`src/rtl/mips_fetch_stage.sv`:
```
// MIPS instruction-fetch stage: PC register plus IF/ID latch with stall hold and single-bubble redirect flush.
// Define MIPS_FETCH_STALL_COUNT_EN to add the saturating stall_count output.
module mips_fetch_stage #(
   parameter logic [31:0] RESET_PC = 32'h00000000,
   parameter logic [31:0] NOP      = 32'h00000020
) (
   input  logic        clock,
   input  logic        resetn,
   input  logic        stall,
   input  logic        redirect,
   input  logic [31:0] redirect_pc,
   output logic [9:0]  imem_addr,
   input  logic [31:0] imem_rdata,
   output logic [31:0] pc,
   output logic [31:0] ifid_ir,
   output logic [31:0] ifid_pc4,
`ifdef MIPS_FETCH_STALL_COUNT_EN
   output logic [15:0] stall_count,
`endif
   output logic        ifid_valid
);

   logic [31:0] pc_q, pc_d;
   logic [31:0] ir_q, ir_d;
   logic [31:0] pc4_q, pc4_d;
   logic        valid_q, valid_d;
   logic [31:0] pc_plus4;

   assign pc_plus4 = pc_q + 32'd4;

   // Redirect outranks stall: a taken branch squashes the held instruction anyway.
   always_comb begin
      pc_d    = pc_q;
      ir_d    = ir_q;
      pc4_d   = pc4_q;
      valid_d = valid_q;
      if (redirect) begin
         pc_d    = {redirect_pc[31:2], 2'b00};
         ir_d    = NOP;
         pc4_d   = 32'd0;
         valid_d = 1'b0;
      end else if (!stall) begin
         pc_d    = pc_plus4;
         ir_d    = imem_rdata;
         pc4_d   = pc_plus4;
         valid_d = 1'b1;
      end
   end

   always_ff @(posedge clock or negedge resetn) begin
      if (!resetn) begin
         pc_q    <= RESET_PC;
         ir_q    <= NOP;
         pc4_q   <= 32'd0;
         valid_q <= 1'b0;
      end else begin
         pc_q    <= pc_d;
         ir_q    <= ir_d;
         pc4_q   <= pc4_d;
         valid_q <= valid_d;
      end
   end

`ifdef MIPS_FETCH_STALL_COUNT_EN
   logic [15:0] stall_count_q, stall_count_d;

   // Counts only stalls that actually held the pipe; saturates rather than wrapping.
   always_comb begin
      stall_count_d = stall_count_q;
      if (stall && !redirect && (stall_count_q != 16'hFFFF))
         stall_count_d = stall_count_q + 16'd1;
   end

   always_ff @(posedge clock or negedge resetn) begin
      if (!resetn)
         stall_count_q <= 16'd0;
      else
         stall_count_q <= stall_count_d;
   end

   assign stall_count = stall_count_q;
`endif

   assign imem_addr  = pc_q[11:2];
   assign pc         = pc_q;
   assign ifid_ir    = ir_q;
   assign ifid_pc4   = pc4_q;
   assign ifid_valid = valid_q;

endmodule

```
`config.mk`:
```
export PLATFORM = sky130hd
export DESIGN_NAME = mips_fetch_stage
export DESIGN_NICKNAME = d
export VERILOG_FILES = /design/src/rtl/mips_fetch_stage.sv
export SDC_FILE = /design/constraint.sdc
export NUM_CORES = 1
export LEC_CHECK = 0
export ABC_AREA = 1
export CAP_MARGIN = 40
export CELL_PAD_IN_SITES_DETAIL_PLACEMENT = 1
export CELL_PAD_IN_SITES_GLOBAL_PLACEMENT = 2
export CORE_UTILIZATION = 24
export CTS_CLUSTER_SIZE = 30
export DETAILED_ROUTE_END_ITERATION = 10
export GPL_ROUTABILITY_DRIVEN = 0
export PLACE_DENSITY = 0.8
export SLEW_MARGIN = 20
export SYNTH_ARGS = -nofsm -noshare
export SYNTH_HDL_FRONTEND = slang
export SYNTH_SLANG_ARGS = --single-unit
```
`constraint.sdc`:
```
create_clock -name clock -period 1.5 [get_ports clock]
set_input_delay 0.3 -clock clock [delete_from_list [all_inputs] [get_ports clock]]
set_output_delay 0.3 -clock clock [all_outputs]
set_load 0.02 [all_outputs]
```
# Yosys cells after proc, flatten, opt, wreduce, memory -nomap -nowiden
# Cells that the tools add are included.
[word_totals]
ff_bits = 97
inputBits = 68
output_inout_bits = 107
word_cells = 13
[classes]
addsub = 1
n_eq_ne = 1
muxes = 7
[op_table]
columns = ["operator", "n"]
rows = [
  ["$mux 32", 5],
  ["$add 32x3->32 const B", 1],
  ["$mux 1", 2],
  ["$ne 2x1->1 const B", 1],
]

# Longest topological paths before layout
[logic_depth]
word_depth = 3
mapped_depth = 9
ltp_nobuf = 9

# Least setup slack after synthesis
# No wires, ideal clock.
[synth_path]
kind = "flip-flop to flip-flop"
start = "register pc_q[3], in the netlist pc[3]"
end = "register pc4_q[30], in the netlist ifid_pc4[30]"
setup_time_ps = 117
arrival_time_ps = 1442
required_time_ps = 1383
slack_ps = -59
path_stages_with_launch = 9
path_buffers = 0
synth_period_minus_slack_ps = 1559
path_cell_list = "dfrtp_1 ha_1 nand2_1 nor2_2 nand2_4 nor2_2 nand3_1 nand3_2 nand2_1"
[synth_between]
elab_chain_cells = 3
[synth_lines]
columns = ["item", "line_no", "source"]
rows = [
  ["start: declaration", "23", "logic [31:0] pc_q, pc_d;"],
  ["start signal: assignment", "57", "pc_q <= pc_d;"],
  ["$add 32x3->32", "29", "assign pc_plus4 = pc_q + 32'd4;"],
  ["$mux 32", "42", "end else if (!stall) begin"],
  ["$mux 32", "37", "if (redirect) begin"],
  ["end signal: assignment", "59", "pc4_q <= pc4_d;"],
  ["end: declaration", "25", "logic [31:0] pc4_q, pc4_d;"],
]
# No other way between the ends. The select of a mux whose other input is x is not followed.
# A chain may end at the register's enable or synchronous reset.

# Final worst setup path
[layout_path]
start = "register pc_q[11], in the netlist pc[11]"
end = "output imem_addr[9]"
[layout_rtl]
columns = ["item", "line_no", "source"]
rows = [
  ["end: declaration", "12", "output logic [9:0] imem_addr,"],
]
# No word-level cell between the ends.

==> impl_results.md <==
- Drt pass-1 iters: 4
- Synth async-reset ratio: 1.00
- Clock insertion delay at the later pin of the skew report: 0.36 ns
- Synth top area cells: dfrtp_1 51%, nand2_1 16%, a22o_1 6.2%
- Status: completed
- Final non-filler cell area: 0.00718 mm2
- Die Footprint: roughly 0.019 mm2
- Post-synthesis sequential area ratio: 0.520
- Worst-path clk slew: around 0.070 ns
- Detailed placer's ending HPWL: between 10000 and 15000 um
- Family with the most delay on the worst path: buffers and inverters
- Data required time of the critical path: around 1.2 ns
- Total power: ~6.8 mW
- Yosys cell types: 28
- Main synth FF type: dfrtp_1
- Yosys reg bits: 94
- Top cell type's share of synthesized area: 0.514
- CTS tree: yes
- CP arrival: roughly 1.2 ns
- Cts bufs inserted: 9
- Initial Util: 0.249
- Global route overflow: 0
- Vias: between 4k and 5k
- P per Cell Area: around 950 mW/mm2
- Row Count: 49
- Synth top cells by count: 190 x nand2_1, 93 x dfrtp_1, 47 x nand3_1
- Max Root-Sink Buffers: 2
- Register-to-Register Path Depth: 8
- Mapped Area: ~0.0045 mm2
- Worst Setup EP: imem_addr[9]
- Die height: 139 um
- Largest net degree at the start of global routing: 46
- Nets: ~800
- Number of enable flip-flop cells after synthesis: 0
- Crit path time final: roughly 1.5 ns
- Final Skew: 0.00931 ns
- Final Cycle Share: 0.982
- Mean Syn Cell Area: ~8.4 um2
- P_leak: 3.68 nW
- Area of the core: about 0.018 mm2
- Die width: approximately 140 um
- Hold Path Class: primary input to asynchronous set/reset pin
- Fmax: 679 MHz
- Unrepaired setup endpoints after global routing: yes
- Synth Instances: between 500 and 600
- Maximum fanout along the worst path: 3
- Max-cap violations: 0
- Vias in the first global route: 4739
- Crit path buffers/inverters: 3
- Routed length per instance: about 16 um
- Layout cells sized above 1: 0.215
- Syn-to-layout area delta: 58.5%
- Antenna violations before repair: 0
- Worst setup SP type: flip-flop
- Io pins: ~180
- Slew Viols, Final: 0
- Crit path depth: 3
- Clock root buffer: clkbuf_16
- Top-count cell post-synth: nand2_1
- R2r setup slk: roughly 0.040 ns
- Vias per std cell: roughly 4.4
- Final Util: 0.394
- Reg-to-reg endpoint: pc[26]
- H-Tree Depth: 3
- Slowest stage delay, CP: ~0.40 ns
- Initial DRC count: between 80 and 90
- Clock sink count: 94
- Cell mode on critical path: buf_4
- First-pass GRT wire length: 24600 um
- Hold Vio Cnt, Final: 0
- DR DRC count: 0
- # setup viols final: 0
- Slowest stage cell on the critical path: dfrtp_1
- Yosys warns: 0
- Worst setup path start: pc[11]
- Placement Cell Area: about 0.0068 mm2
- Routed Antenna Nets: 0
- RR Startpoint: pc[3]
- Post-synth top area cell: dfrtp_1
- Critical path endpoint category: output port
- Drt total wl: 15400 um
- Antenna diodes: 0
- I/O Buffers: 170
- Gr usage total: 0.163
- Crit Path Category: flip-flop to output port
- VDD IR max: between 0.5 and 0.6 mV
- Critical path cell sequence: buf_4 -> buf_4 -> buf_2
[stage by stage]
stage	setup WS (ns)	setup TNS [ns]	hold WS (ns)	instances
floorplan	0.0225	0	0.00441	539
global placement	-0.165	-7.47	0.221	956
detailed placement	-0.209	-11.76	0.219	956
CTS	-0.00158	-0.00158	0.370	973
global route	-0.0393	-0.585	0.400	978
finish	0.0263	0	0.385	978
[what timing repair did]
item | in CTS | in global routing
hold buffers | 1 | 0
hold endpoints to repair | 19 | 0
buffers inserted | 0 | 5
gates resized for setup | 161 | 45
pin swaps | 7 | 11
setup endpoints to repair | 147 | 54
[cells by family after synthesis]
group | synth area share
xor gates and xnor gates | 0.00193
buffers and inverters | 0.0826
adders and majority gates | 0.00276
AOI/OAI and AO/OA | 0.105
DFF | 0.520
other | 0.000828
and+or+nand+nor | 0.287
[registers in the layout, summed over array words and instances (netlist names)]
signal / flops
ifid_ir: 32
ifid_pc4: 31
ifid_valid: 1
pc: 30
[area by class of cell]
| class | instances | area [um2] |
|---|---|---|
| fill | 2138 | 11000 |
| sequential | 94 | 2370 |
| timing repair buffer | 227 | 2050 |
| multi-input combinational | 364 | 2000 |
| tap | 229 | 287 |
| clock buffer | 10 | 229 |
| inverter | 48 | 180 |
| clock inverter | 6 | 68.8 |
[metal layers]
| layer | up-vias | share of wire | global-route usage |
|---|---|---|---|
| met1 | 2072 | 0.43 | 0.188 |
| met3 | 12 | 0.072 | 0.0492 |
| li1 | 2120 | - | - |
| met5 | - | 0 | 0 |
| met2 | 129 | 0.48 | 0.285 |
| met4 | 0 | 0.015 | 0.0596 |
[how the worst min path moves through the flow]
stage	to	slack, ns	cells past startpoint
CTS	ifid_ir[9]	0.37	2
floorplan	ifid_ir[0]	0.004	0
finish	ifid_ir[9]	0.39	2
global placement	ifid_ir[2]	0.22	1
detailed placement	ifid_ir[12]	0.22	1
global route	ifid_ir[2]	0.40	2
[worst reg2reg max path, cell delays in order, from the launching register on]
cell and delay, ns:
dfrtp_2 0.40, ha_4 0.15, nand2_2 0.08, nor2_4 0.17, nand2_8 0.11, nor2_8 0.19, nand3_2 0.09, nand3_2 0.10
nand2_1 0.05
[layout by cell type (no fill, tap or decap), types with 13 or more instances in the layout]
cell             instances
nand3_1                 36
nor2_4                  15
clkdlybuf4s50_1         64
buf_4                   50
dfrtp_1                 81
inv_1                   45
a22o_1                  32
dlygate4sd2_1           85
nand3_2                 13
o21ai_0                 15
nand2_1                181
nor2_1                  22
[report_power, final]
part	total [mW]	switching [mW]	leakage (nW)	internal [mW]
registers	2.92	0.189	1.20	2.73
clock network	2.37	1.06	0.149	1.31
logic	1.51	0.842	2.33	0.664
(Power assumes the default switching activity.)
